--- config.mk ---
export PLATFORM = sky130hd
export DESIGN_NAME = metric_ctrl
export DESIGN_NICKNAME = d
export VERILOG_FILES = /design/src/rtl/viterbi_pkg.sv /design/src/rtl/compute_metric.sv /design/src/rtl/metric_ctrl.sv
export SDC_FILE = /design/constraint.sdc
export NUM_CORES = 1
export LEC_CHECK = 0
export BUFFER_PORTS_ARGS = -buffer_cell sky130_fd_sc_hd__buf_2
export CAP_MARGIN = 0
export CORE_UTILIZATION = 58
export CTS_BUF_LIST = sky130_fd_sc_hd__clkbuf_8
export CTS_CLUSTER_SIZE = 40
export DETAILED_ROUTE_END_ITERATION = 8
export HOLD_SLACK_MARGIN = 0.06
export PLACE_DENSITY = 0.84
export SETUP_SLACK_MARGIN = 0.15
export SLEW_MARGIN = 15
export SYNTH_ARGS = -nofsm -noshare
export SYNTH_HDL_FRONTEND = slang
export SYNTH_SLANG_ARGS = --single-unit
--- constraint.sdc ---
create_clock -name clk -period 5.75 [get_ports clk]
set_input_delay 0.2875 -clock clk [delete_from_list [all_inputs] [get_ports clk]]
set_output_delay 0.2875 -clock clk [all_outputs]
set_load 0.005 [all_outputs]
--- src/rtl/viterbi_pkg.sv ---
// Shared widths, constants, state encoding and helpers for the 4-state
// add-compare-select path-metric datapath.
package viterbi_pkg;

  localparam int METRIC_W = 5;
  localparam int BRANCH_W = 3;
  localparam int NUM_ST   = 4;

  typedef logic [METRIC_W-1:0] metric_t;
  typedef logic [BRANCH_W-1:0] branch_t;

  typedef metric_t [NUM_ST-1:0]   metric_vec_t;
  typedef branch_t [NUM_ST-1:0]   branch_vec_t;
  typedef metric_t [2*NUM_ST-1:0] sum_vec_t;

  localparam metric_t INIT_METRIC = 5'd8;
  localparam metric_t MAX_METRIC  = 5'd15;

  typedef enum logic [2:0] {
    ST_IDLE  = 3'd0,
    ST_RUN   = 3'd1,
    ST_NORM  = 3'd2,
    ST_RETRY = 3'd3,
    ST_DONE  = 3'd4
  } state_t;

  function automatic metric_t widen(input branch_t b);
    return {{(METRIC_W-BRANCH_W){1'b0}}, b};
  endfunction

  // Lowest index wins on ties.
  function automatic logic [1:0] argmin4(input metric_vec_t m);
    logic [1:0] idx;
    idx = 2'd0;
    for (int k = 1; k < NUM_ST; k++) begin
      if (m[k] < m[idx]) idx = 2'(k);
    end
    return idx;
  endfunction

endpackage

--- src/rtl/compute_metric.sv ---
// Purely combinational: forms the eight candidate path sums of one trellis step
// and flags when any of them needs the top metric bit (overflow of the 4-bit range).
module compute_metric
  import viterbi_pkg::*;
(
  input  metric_vec_t i_m,
  input  branch_vec_t i_s,
  output sum_vec_t    o_sum,
  output logic        o_err
);

  // Even index = first candidate of pair k, odd index = second candidate.
  assign o_sum[0] = i_m[0] + widen(i_s[0]);
  assign o_sum[1] = i_m[2] + widen(i_s[2]);
  assign o_sum[2] = i_m[0] + widen(i_s[2]);
  assign o_sum[3] = i_m[2] + widen(i_s[0]);
  assign o_sum[4] = i_m[1] + widen(i_s[1]);
  assign o_sum[5] = i_m[3] + widen(i_s[3]);
  assign o_sum[6] = i_m[1] + widen(i_s[3]);
  assign o_sum[7] = i_m[3] + widen(i_s[1]);

  always_comb begin
    o_err = 1'b0;
    for (int i = 0; i < 2*NUM_ST; i++) begin
      o_err = o_err | o_sum[i][METRIC_W-1];
    end
  end

endmodule

--- src/rtl/metric_ctrl.sv ---
// Path-metric controller: per accepted symbol, decisions appear 1 cycle later, or 3 cycles
// later when the step overflows and metrics are renormalised; sym_ready is low outside RUN.
module metric_ctrl
  import viterbi_pkg::*;
(
  input  logic                clk,
  input  logic                reset_n,
  input  logic                start,
  input  logic [7:0]          frame_len,
  input  logic                sym_valid,
  output logic                sym_ready,
  input  logic [BRANCH_W-1:0] s0,
  input  logic [BRANCH_W-1:0] s1,
  input  logic [BRANCH_W-1:0] s2,
  input  logic [BRANCH_W-1:0] s3,
  output logic                dec_valid,
  output logic [3:0]          dec,
  output logic                busy,
  output logic                done,
  output logic [1:0]          best_state,
  output logic                sat
);

  state_t      r_state;
  metric_vec_t r_m;
  branch_vec_t r_s;
  logic [7:0]  r_cnt;
  logic [7:0]  r_len;
  logic        r_dec_valid;
  logic [3:0]  r_dec;
  logic        r_done;
  logic [1:0]  r_best;
  logic        r_sat;

  branch_vec_t w_s_in;
  branch_vec_t w_s_acs;
  sum_vec_t    w_sum;
  logic        w_err;
  logic [3:0]  w_sel;
  logic [3:0]  w_clamp;
  metric_vec_t w_pick;
  metric_vec_t w_acs;
  metric_vec_t w_norm;
  metric_t     w_min;
  logic        w_accept;
  logic        w_last;

  assign w_s_in  = {s3, s2, s1, s0};
  // The retry step replays the branch metrics captured when the overflow was seen.
  assign w_s_acs = (r_state == ST_RETRY) ? r_s : w_s_in;

  compute_metric u_compute (
    .i_m   (r_m),
    .i_s   (w_s_acs),
    .o_sum (w_sum),
    .o_err (w_err)
  );

  // Ties keep the first candidate; a selected value beyond range pins to the maximum.
  always_comb begin
    w_sel   = '0;
    w_clamp = '0;
    w_pick  = '0;
    w_acs   = '0;
    w_norm  = '0;
    w_min   = r_m[argmin4(r_m)];
    for (int k = 0; k < NUM_ST; k++) begin
      w_sel[k]   = w_sum[2*k+1] < w_sum[2*k];
      w_pick[k]  = w_sel[k] ? w_sum[2*k+1] : w_sum[2*k];
      w_clamp[k] = w_pick[k] > MAX_METRIC;
      w_acs[k]   = w_clamp[k] ? MAX_METRIC : w_pick[k];
      w_norm[k]  = r_m[k] - w_min;
    end
  end

  assign w_accept = sym_valid && (r_state == ST_RUN);
  assign w_last   = (r_cnt == (r_len - 8'd1));

  always_ff @(posedge clk or negedge reset_n) begin
    if (!reset_n) begin
      r_state     <= ST_IDLE;
      r_m         <= '0;
      r_s         <= '0;
      r_cnt       <= '0;
      r_len       <= '0;
      r_dec_valid <= 1'b0;
      r_dec       <= '0;
      r_done      <= 1'b0;
      r_best      <= '0;
      r_sat       <= 1'b0;
    end else begin
      r_dec_valid <= 1'b0;
      r_done      <= 1'b0;
      case (r_state)
        ST_IDLE: begin
          if (start) begin
            r_m     <= {INIT_METRIC, INIT_METRIC, INIT_METRIC, metric_t'(0)};
            r_cnt   <= '0;
            r_len   <= frame_len;
            r_sat   <= 1'b0;
            r_state <= (frame_len == 8'd0) ? ST_DONE : ST_RUN;
          end
        end
        ST_RUN: begin
          if (w_accept) begin
            if (w_err) begin
              r_s     <= w_s_in;
              r_state <= ST_NORM;
            end else begin
              r_m         <= w_acs;
              r_dec       <= w_sel;
              r_dec_valid <= 1'b1;
              r_cnt       <= r_cnt + 8'd1;
              if (w_last) r_state <= ST_DONE;
            end
          end
        end
        ST_NORM: begin
          r_m     <= w_norm;
          r_state <= ST_RETRY;
        end
        ST_RETRY: begin
          r_m         <= w_acs;
          r_dec       <= w_sel;
          r_dec_valid <= 1'b1;
          r_cnt       <= r_cnt + 8'd1;
          if (|w_clamp) r_sat <= 1'b1;
          r_state     <= w_last ? ST_DONE : ST_RUN;
        end
        ST_DONE: begin
          r_done  <= 1'b1;
          r_best  <= argmin4(r_m);
          r_state <= ST_IDLE;
        end
        default: r_state <= ST_IDLE;
      endcase
    end
  end

  assign sym_ready  = (r_state == ST_RUN);
  assign busy       = (r_state != ST_IDLE);
  assign dec_valid  = r_dec_valid;
  assign dec        = r_dec;
  assign done       = r_done;
  assign best_state = r_best;
  assign sat        = r_sat;

endmodule

After elaboration in Yosys (flattened, before gate mapping)

Cells that the tools add are included.

Bits in registers: 60
Input bits: 24
Output and inout bits: 11
Logic and storage cells: 132

Add/sub/neg operators: 14
Order comparisons: 18
Equality and inequality tests: 10
Multiplexer cells: 51
Bitwise gates (word level): 7
Reductions and logical operators: 16

Operators by type and width:

| kind                  | number |
|---|---|
| $pmux W20 S4          | 1 |
| $mux W5               | 13 |
| $mux W20              | 3 |
| $bmux W5 S2           | 5 |
| $lt A5 B5 Y1          | 9 |
| $add A5 B3 Y5         | 8 |
| $mux W8               | 3 |
| $pmux W8 S3           | 1 |
| $gt A5 B4 Y1 const B  | 4 |
| $sub A5 B5 Y5         | 4 |
| $mux W3               | 6 |
| $lt A2 B3 Y1 const B  | 5 |
| $mux W12              | 1 |
| $mux W2               | 6 |
| $pmux W3 S4           | 1 |
| $reduce_and A3 Y1     | 4 |
| $add A8 B1 Y8 const B | 1 |
| $eq A8 B8 Y1          | 1 |
| $logic_not A8 Y1      | 1 |
| $mux W4               | 2 |
| $pmux W4 S2           | 1 |
| $reduce_and A4 Y1     | 2 |
| $sub A8 B1 Y8 const B | 1 |
| $or A1 B1 Y1          | 7 |
| 15 further kinds      | 26 |

Longest topological paths before layout

Gate-level depths: netlist (run 1).

Depth after elaboration: 14
Mapped depth: 29

Modules after synthesis

From an unflattened synthesis (run 1), not the netlist that was laid out.

Cell total of the unflattened synthesis: 679
Area total of the unflattened synthesis: 5967.0 um^2

Modules (own cells, without submodules):

| module         | times used | cells an instance | area each (um^2) | sequential area each (um^2) |
|---|---|---|---|---|
| metric_ctrl    | 1          | 558               | 4916.0           | 1501.4 |
| compute_metric | 1          | 121               | 1051.0           | 0.0 |

Worst setup path after synthesis (run 1)

Ideal clock, no wire load.

Kind: reg-to-reg
Start point: register r_m[4] (netlist bit)
End point: register r_m[14] (netlist bit)
Setup time: 87 ps
Data arrival time: 6018 ps
Slack: -354 ps
Stages on the path, launching flop included: 28
Path buffers: 2
Clock period less this slack: 6104 ps
Cells stage by stage: dfrtp_1 clkbuf_1 inv_1 ha_1 a21oi_2 mux2_2 a211oi_1 ha_1 o21a_1 o211ai_1 nand2_1 o211a_1 or2_2 ha_1 a21o_1 a21o_1 a21o_1 a211oi_1 clkbuf_1 nand2_1 o21ai_0 ha_1 inv_1 ha_1 o2111ai_1 a31oi_1 or4_1 o211ai_1

Word-level cells in the longest chain between the ends: 14

Ends and longest elaborated chain:

| what                          | RTL line           | RTL |
|---|---|---|
| start, declared               | metric_ctrl.sv:25  | `metric_vec_t r_m;` |
| start signal, assigned        | metric_ctrl.sv:97  | `r_m <= {INIT_METRIC, INIT_METRIC, INIT_METRIC, metric_t'(0)};` |
| start signal, assigned        | metric_ctrl.sv:110 | `r_m <= w_acs;` |
| start signal, assigned        | metric_ctrl.sv:119 | `r_m <= w_norm;` |
| $lt A5 B5 Y1                  | viterbi_pkg.sv:36  | `if (m[k] < m[idx]) idx = 2'(k);` |
| $mux W1                       | viterbi_pkg.sv:36  |  |
| $bmux W5 S2                   | viterbi_pkg.sv:36  |  |
| $mux W5 (implied by the code) | viterbi_pkg.sv:36  |  |
| $lt A5 B5 Y1                  | viterbi_pkg.sv:36  |  |
| $mux W2                       | viterbi_pkg.sv:36  |  |
| $bmux W5 S2                   | viterbi_pkg.sv:36  |  |
| $mux W5 (implied by the code) | viterbi_pkg.sv:36  |  |
| $lt A5 B5 Y1                  | viterbi_pkg.sv:36  |  |
| $mux W2                       | viterbi_pkg.sv:36  |  |
| $bmux W5 S2                   | metric_ctrl.sv:66  | `w_min = r_m[argmin4(r_m)];` |
| $mux W5 (implied by the code) | metric_ctrl.sv:66  |  |
| $sub A5 B5 Y5                 | metric_ctrl.sv:72  | `w_norm[k] = r_m[k] - w_min;` |
| $pmux W20 S4                  | metric_ctrl.sv:94  | `case (r_state)` |

Several ways; a longest one is shown, not always the timed one. The select of a mux whose other input is x is not followed.
A chain may end at the register's enable or synchronous reset.

Worst setup path in the final report (run 1)

Start point: register r_m[2] (netlist bit)
End point: register r_m[9] (netlist bit)

Same word-level chain as after synthesis.

==> key figures, run 1 <==
Global routing
  – GRT Total Usage: 33.22%
  – Largest net degree at the start of global routing: 61
  – Global-route wire length before repair: 26.30 mm
  – Initial antenna violation count: 0
  – Vias in the first global route: 5,215
  – Total gr overflow: 0

Cells and area
  – Nets@finish: 814
  – Layout cell share with drive strength beyond 1: 30.42%
  – Area grow syn2layout: 22.97%
  – N_diodes: 0
  – Final Non-Filler Cells: 853

Yosys
  – Synth area leaders: dfrtp_1 26%, ha_1 14%, mux2_2 7.6%
  – Synthesized flop and latch total: 60
  – Cell variety after synth: 66
  – Synth cell count leaders: 67 x ha_1, 60 x dfrtp_1, 43 x inv_1
  – Sequential-to-total area share from yosys stat: 25.96%
  – Main synth FF type: dfrtp_1
  – Most frequent cell after synthesis: ha_1
  – Warnings, synthesis: 0
  – Mapped Nets: 732
  – Cells after Synth: 633
  – Dominant cell type by area after synthesis: dfrtp_1
  – Syn_area_per_cell: 9.138 sq um
  – Cell area after synthesis: 5784 sq um
  – Post-synth EDFFs: 0
  – Post-synth ARST share: 100.0%
  – Yosys top cell area share: 25.96%

Clock tree
  – Clock-pin slew on the worst setup and hold paths: 0.08 ns
  – Clk_lat worst skew: 0.36 ns
  – CTS Buf Count: 9
  – H-tree depth: 3
  – CTS tree: done
  – Sink Count: 60
  – Root buf cell: clkbuf_8
  – CTS Buffer Depth: 2

Detailed routing
  – First-pass DRT Iterations: 5
  – Post-Route WL: 17.58 mm
  – Vias/cell: 6.492
  – Residual DRC: 0
  – Routed len/inst: 20.61 microns
  – Routed via count: 5,538
  – Antenna Nets Post-Route: 0
  – DR iter-0 viols: 479

Timing
  – Max Freq: 0.1736 GHz
  – Fin. max-slew vios: 0
  – Final min period: 5.761 ns
  – Worst-Margin Slew: 0.9803 ns
  – Max_slew headroom: 34.51%
  – Final Hold Viols: 0
  – Sum Neg Setup Slack: -0.01543 ns
  – Final setup fails: 2
  – RSZ-0062 raised after global routing: true
  – Setup ws final: -0.01104 ns
  – Final Cycle Share: 100.2%
  – Clock skew: 0.01445 ns

Min path
  – Worst hold path type: input pin to async pin

Floorplan
  – Core area: 9729 sq um
  – # IOs: 35
  – Initial core utilization: 59.45%
  – # rows: 36
  – Die W: 101.9 microns
  – Die area: 10,380 sq um
  – Die Span Y: 101.9 microns

Placement
  – # port buffers: 34
  – Placed cells: 810
  – Dpl ws: -0.1935 ns
  – RePlAce Congestion: 1.050
  – Hpwl dp: 12.13 mm

Setup path
  – Crit path DAT: 6.00 ns
  – Crit-path max FO: 6
  – CP Launch Type: flip-flop
  – Critical Setup Path Class: flip-flop to flip-flop
  – Crit path capture type: flip-flop
  – Worst path required time: 5.99 ns

Run
  – Max_cap viols: 0

Outcome
  – Failing checks: negative setup slack
  – Status: finished with violations
[critical path, cell delays in order, from the launching register on]
cell	delay, ns
dfrtp_2	0.41
inv_2	0.08
ha_4	0.20
a21o_4	0.24
a21o_4	0.23
a31oi_4	0.26
mux2i_2	0.28
ha_1	0.31
a21oi_2	0.23
nand2_2	0.14
o211a_1	0.20
or2_4	0.29
ha_4	0.24
a21o_1	0.16
a21o_1	0.17
a21o_4	0.24
a211o_1	0.32
a31oi_4	0.34
xnor2_1	0.24
ha_4	0.20
o2111ai_2	0.14
a31o_2	0.25
and2_1	0.15
o211ai_1	0.29
[metrics by stage]
stage	area [sq um]	hold WS (ns)	util [%]
6_report	7113	0.09674	73.11
5_1_grt	7113	0.1642	73.11
4_1_cts	6656	0.1270	68.42
3_5_place_dp	6316	0.4714	64.92
3_3_place_gp	6316	0.4479	64.92
2_1_floorplan	5837	-0.008091	-
[worst paths after layout]
check	to	depth (start not counted)	slack [ns]	start
worst max register to register	r_m[9]	23	-0.01	r_m[2]
min in group clk	r_len[0]	3	0.14	frame_len[0]
worst max-delay path	r_m[9]	23	-0.01	r_m[2]
worst min-delay path	dec[0]	2	0.1	reset_n
max in group asynchronous	r_m[2]	2	5.09	reset_n
worst min register to register	dec[0]	2	0.49	dec[0]
[logic make-up after synthesis]
kind of cell	share of synthesized area (%)
fa+ha+maj	18.32
xor+xnor	8.176
compound gates	21.83
flops	25.96
buf+inv	4.196
mux	9.236
simple gates	12.29
[per-layer routing]
metal / wire length, microns / vias up / global-route usage (%)
li1: - / 2502 / -
met1: 7023 / 2676 / 42.03
met2: 8224 / 284 / 55.15
met3: 1482 / 76 / 5.951
met4: 850 / 0 / 15.82
met5: 0 / - / 0
[final cells by class]
class / instances / area (sq um)
Inverter: 44 / 165.2
Sequential cell: 60 / 1504
Clock inverter: 7 / 75.07
Tap cell: 133 / 166.4
Timing Repair Buffer: 91 / 616.8
Clock buffer: 9 / 123.9
Fill cell: 671 / 2616
Multi-Input combinational cell: 509 / 4462
[timing repair]
action	in CTS	in global routing
hold endpoints to repair	0	0
gates cloned	0	0
hold buffers	0	0
setup buffers	3	24
endpoints found under the setup margin	12	13
resized for setup	24	56
pin swaps	9	46
[layout by cell type (no fill, tap or decap), types with 7 or more instances in the layout]
cell type,netlist,routed
a21oi_1,37,31
dfrtp_1,60,58
inv_1,43,39
o21ai_0,34,29
nor2b_1,8,8
o211ai_1,12,12
nor2_1,38,37
buf_2,2,34
clkbuf_8,0,9
nand3_1,8,8
nor4_1,7,7
fa_1,8,8
nor3_1,8,8
a31oi_1,8,7
mux2i_1,8,7
nand2_1,36,34
ha_1,67,53
mux2_2,39,36
a21o_1,25,22
xnor2_1,38,34
ha_4,0,8
xor2_1,16,16
buf_4,0,52
[registers in the layout, summed over array words and instances (netlist names)]
name        flops
best_state      2
dec             4
dec_valid       1
done            1
r_cnt           8
r_len           8
r_m            20
r_s            12
r_state         3
sat             1
Power of run 1 is left out: the tool's default activity adds up to more than one toggle a clock period on the data nets, which glitch-free logic cannot reach.
==> inputs of run 2 (changes only) <==
Settings changed: CAP_MARGIN 0 to 20, CORE_UTILIZATION 58 to 35, PLACE_DENSITY 0.84 to 0.57, RECOVER_POWER set to 100.
==> key figures, run 2 (same netlist as run 1, synthesis figures left out) <==
Outcome
  – Status: finished with violations
  – Failing checks: max-capacitance violations, max-slew violations

Global routing
  – Global-route wire length before repair: 27.33 mm
  – GRT Total Usage: 21.10%
  – Vias in the first global route: 5,094
  – Initial antenna violation count: 0
  – Largest net degree at the start of global routing: 61
  – Total gr overflow: 0

Detailed routing
  – Residual DRC: 0
  – Post-Route WL: 17.76 mm
  – Routed via count: 5,289
  – First-pass DRT Iterations: 5
  – Routed len/inst: 18.84 microns
  – Vias/cell: 5.609
  – Antenna Nets Post-Route: 0
  – DR iter-0 viols: 301

Setup path
  – Critical Setup Path Class: flip-flop to flip-flop
  – Critical path cell sequence: inv_2, ha_4, a21oi_4, mux2_4, a211oi_4, ha_1, o21a_1, o211ai_1, nand2_2, o21a_4, mux2_4, ha_4, nand4_1, a21oi_2, buf_4, a2111oi_4, buf_4, a31oi_4, xnor2_2, ha_2, o211ai_1, and4_1, or4_1, o211ai_1
  – Crit path DAT: 5.96 ns
  – Reg2reg start: r_m[4]
  – Slowest cell on the critical path: or4_1
  – Crit-path most repeated cell: o211ai_1
  – Crit path capture type: flip-flop
  – Reg2reg path depth: 24
  – R2r setup slk: 0.08 ns
  – CP Launch Type: flip-flop
  – End of the worst register-to-register path: r_m[14]
  – Largest stage delay, worst path: 0.48 ns
  – Worst path required time: 6.03 ns
  – WP buf/inv: 3
  – CP Depth: 24
  – Crit-path leading delay family: compound AO/OA/AOI/OAI gates
  – Crit-path max FO: 6

Timing
  – Final min period: 5.671 ns
  – Final Cycle Share: 98.63%
  – Final Hold Viols: 0
  – Max_slew headroom: -131.1%
  – Fin Hold WS: 0.1309 ns
  – Worst-Margin Slew: 3.467 ns
  – Final setup fails: 0
  – RSZ-0062 raised after global routing: true
  – Max Freq: 0.1763 GHz
  – Clock skew: 0.007709 ns
  – Fin. max-slew vios: 61

Placement
  – # port buffers: 34
  – Hpwl dp: 13.17 mm
  – RePlAce Congestion: 0.9652
  – Placed cells: 897

Clock tree
  – H-tree depth: 3
  – Root buf cell: clkbuf_8
  – Clk_lat worst skew: 0.38 ns
  – CTS tree: done
  – CTS Buffer Depth: 2
  – CTS Buf Count: 9
  – Sink Count: 60
  – Clock-pin slew on the worst setup and hold paths: 0.08 ns

Cells and area
  – Biggest registers after layout: r_m x20, r_s x12
  – Biggest register: r_m
  – Layout cell share with drive strength beyond 1: 28.34%
  – FILL cells: 1,567
  – Final Non-Filler Cells: 943
  – Most common cell after layout, fill and taps aside: dfrtp_1
  – Number of flip-flops in the largest register: 20
  – Area grow syn2layout: 26.67%
  – Nets@finish: 821
  – N_diodes: 0
  – Most frequent cells in the layout: 58 x dfrtp_1, 57 x buf_4, 54 x ha_1

Min path
  – Worst Hold Launch: frame_len[0]
  – Worst hold path type: input pin to flip-flop
  – Hold path depth: 3
  – WHS Endpoint: r_len[0]

Floorplan
  – Die Span Y: 130.6 microns
  – Initial core utilization: 36.15%
  – Die area: 17,040 sq um
  – # rows: 46
  – # IOs: 35
  – Core area: 16,000 sq um
  – Die W: 130.6 microns

Run
  – Max_cap viols: 1
[run 2: changes by cell type in the layout (fill, tap and decap cells not counted), sizes merged]
cell,delta
bufinv,+2
buf,-5
clkinv,-2
clkbuf,+12
[run 2: timing repair]
item	in CTS	in global routing
buffers inserted	7	23
endpoints found under the setup margin	12	13
resized for setup	26	53
hold buffers	0	0
pin swaps	7	44
[run 2: worst min-delay path: cells and delay by family]
| family | cells | cell delay [ns] |
|---|---|---|
| buf+inv | 1 | 0.09 |
| compound gates | 1 | 0.06 |
| simple gates | 1 | 0.04 |
[run 2: worst max-delay path by stage]
stage                      start       to
after floorplan           r_m[4]  r_m[14]
after global placement    r_m[2]  r_m[14]
after detailed placement  r_m[2]  r_m[14]
after CTS                 r_m[2]  r_m[14]
after global routing      r_m[4]  r_m[14]
final                     r_m[4]  r_m[14]
[run 2: area by class of cell]
class / count / area (sq um) / area share [%]
Clock buffer: 9 / 123.9 / 1.691
Clock inverter: 7 / 116.4 / 1.588
Inverter: 44 / 165.2 / 2.254
Multi-Input combinational cell: 509 / 4496 / 61.36
Sequential cell: 60 / 1504 / 20.53
Tap cell: 216 / 270.3 / 3.689
Timing Repair Buffer: 98 / 651.9 / 8.897
[run 2: layer usage]
metal	vias to the layer above	GRT usage (%)	routed length, microns
met5	-	0	0
met4	0	9.331	593
met3	40	2.158	711
met2	150	35.42	8610
met1	2591	27.44	7847
li1	2508	-	-
[run 2: stage by stage]
stage | setup TNS, ns | worst slack [ns] | util (%) | instance area, sq um
global route | -0.1646 | -0.09043 | 45.79 | 7327
finish | 0 | 0.07852 | 45.79 | 7327
CTS | 0 | 0.1197 | 42.94 | 6870
floorplan | 0 | 0.1514 | - | 5837
global placement | 0 | 0.1276 | 40.31 | 6450
detailed placement | -0.3877 | -0.1603 | 40.31 | 6450
Power of run 2 is left out for the same reason.
==> inputs of run 3 (changes only) <==
Settings changed: ABC_AREA set to 1, RECOVER_POWER 100 to unset, SLEW_MARGIN 15 to 20.
==> key figures, run 3 <==
Outcome
  – Status: finished clean

Floorplan
  – # IOs: 35
  – # rows: 47
  – Die Span Y: 131.6 microns
  – Die area: 17,330 sq um
  – Core area: 16,470 sq um
  – Die W: 131.6 microns
  – Initial core utilization: 35.72%

Placement
  – # port buffers: 34
  – Hpwl dp: 13.05 mm
  – Placed cells: 1,089
  – DP Area: 6419 sq um
  – RePlAce Congestion: 0.8975

Cells and area
  – Area grow syn2layout: 12.70%
  – Most frequent cells in the layout: 208 x nand2_1, 125 x inv_1, 69 x o21ai_0
  – FILL cells: 1,721
  – Biggest register: r_m
  – N_diodes: 0
  – Number of flip-flops in the largest register: 20
  – Layout cell share with drive strength beyond 1: 12.77%
  – Nets@finish: 979
  – Most common cell after layout, fill and taps aside: nand2_1
  – Biggest registers after layout: r_m x20, r_s x12
  – Final Non-Filler Cells: 1,105
  – Fin area: 6629 sq um

Yosys
  – Post-synth ARST share: 100.0%
  – Cells after Synth: 829
  – Most frequent cell after synthesis: nand2_1
  – Synth cell count leaders: 208 x nand2_1, 126 x inv_1, 70 x o21ai_0
  – Synth area leaders: dfrtp_1 26%, ha_1 14%, nand2_1 13%
  – Main synth FF type: dfrtp_1
  – Post-synth EDFFs: 0
  – Dominant cell type by area after synthesis: dfrtp_1
  – Cell variety after synth: 46
  – Cell area after synthesis: 5882 sq um
  – Syn_area_per_cell: 7.095 sq um
  – Mapped Nets: 928
  – Warnings, synthesis: 0
  – Sequential-to-total area share from yosys stat: 25.53%
  – Yosys top cell area share: 25.53%
  – Synthesized flop and latch total: 60

Timing
  – Final Cycle Share: 90.32%
  – RSZ-0062 raised after global routing: false
  – Max_slew headroom: 43.01%
  – Final setup fails: 0
  – Clock skew: 0.01092 ns
  – Max Freq: 0.1926 GHz
  – Sum Neg Setup Slack: 0 ns
  – Worst-Margin Slew: 0.8484 ns
  – Fin. max-slew vios: 0
  – Final min period: 5.193 ns
  – Final Hold Viols: 0

Setup path
  – Slowest cell on the critical path: dfrtp_2
  – CP Launch Type: flip-flop
  – Worst path required time: 6.01 ns
  – Crit path capture type: flip-flop
  – Critical Setup Path Class: flip-flop to flip-flop
  – Reg2reg path depth: 33
  – End of the worst register-to-register path: r_m[14]
  – Critical Path End: r_m[14]
  – Crit-path most repeated cell: nand2_1
  – Largest stage delay, worst path: 0.46 ns
  – Crit path DAT: 5.46 ns
  – Reg2reg start: r_m[2]
  – R2r setup slk: 0.56 ns
  – Setup crit start: r_m[2]
  – Crit-path max FO: 10

Clock tree
  – Sink Count: 60
  – Root buf cell: clkbuf_8
  – CTS tree: done
  – CTS Hold Bufs: 0
  – CTS Buf Count: 9
  – CTS Buffer Depth: 2
  – Post-CTS setup buffer count: 0
  – Clock-pin slew on the worst setup and hold paths: 0.08 ns
  – Clk_lat worst skew: 0.37 ns
  – Post-CTS Resized: 0
  – H-tree depth: 3

Detailed routing
  – Routed via count: 5,482
  – First-pass DRT Iterations: 5
  – DR iter-0 viols: 299
  – Residual DRC: 0
  – Vias/cell: 4.961
  – Routed len/inst: 15.02 microns
  – Antenna Nets Post-Route: 0
  – Post-Route WL: 16.60 mm

Global routing
  – Initial antenna violation count: 0
  – Largest net degree at the start of global routing: 61
  – Vias in the first global route: 5,358
  – Total gr overflow: 0
  – GRT Total Usage: 20.16%
  – Global-route wire length before repair: 27.22 mm

Run
  – Max_cap viols: 0

Min path
  – Worst hold path type: input pin to async pin
[run 3: worst min path at each step]
stage,start,end,slack [ns],cells after the start
floorplan,reset_n,best_state[0],-0.008,0
global placement,r_cnt[7],r_cnt[7],0.47,1
detailed placement,dec[3],dec[3],0.47,2
CTS,reset_n,r_len[2],0.12,2
global route,frame_len[2],r_len[2],0.14,3
finish,reset_n,r_len[2],0.09,2
[run 3: metrics by stage]
step | hold slack [ns] | util [%] | setup WS [ns]
after floorplan | -0.008091 | - | 0.7792
after global placement | 0.4709 | 38.98 | 0.5445
after detailed placement | 0.4724 | 38.98 | 0.4270
after CTS | 0.1199 | 40.21 | 0.3958
after global routing | 0.1360 | 40.26 | 0.1882
final | 0.09466 | 40.26 | 0.5567
[run 3: cell type report]
cell class | instances | area, sq um | share of cell area, %
multi-input cells | 618 | 3815 | 57.55
flip-flops and latches | 60 | 1503 | 22.67
inverters | 137 | 514.2 | 7.758
repair buffers | 54 | 320.3 | 4.832
well taps | 220 | 275.3 | 4.153
clock buffers | 10 | 137.6 | 2.076
clock inverters | 6 | 63.81 | 0.9626
[run 3: kinds of logic (layout without fill, tap and decap cells)]
group	Yosys count	in the layout	share of synthesized area, %
AND/OR/NAND/NOR	357	357	27.38
buffers and inverters	151	207	9.742
AO/OA/AOI/OAI	154	154	15.61
flip-flops	60	60	25.53
XOR/XNOR	32	32	4.765
adder cells (fa/ha/maj)	75	75	16.97
[run 3: critical path: cells and delay by family, from the launching register on]
family                   cells  cell delay [ns]
AO/OA/AOI/OAI                9             1.49
adder cells (fa/ha/maj)      4             1.27
buffers and inverters        5             0.57
flip-flops                   1             0.46
AND/OR/NAND/NOR             15             1.28
[run 3: layer usage]
metal  global-route usage, %  vias to the layer above  wire [microns]
li1                        -                     2810               -
met1                   26.17                     2504            7749
met2                   33.10                      143            7578
met3                   3.434                       25             869
met4                   8.075                        0             400
met5                       0                        -               0
Power of run 3 is left out for the same reason.
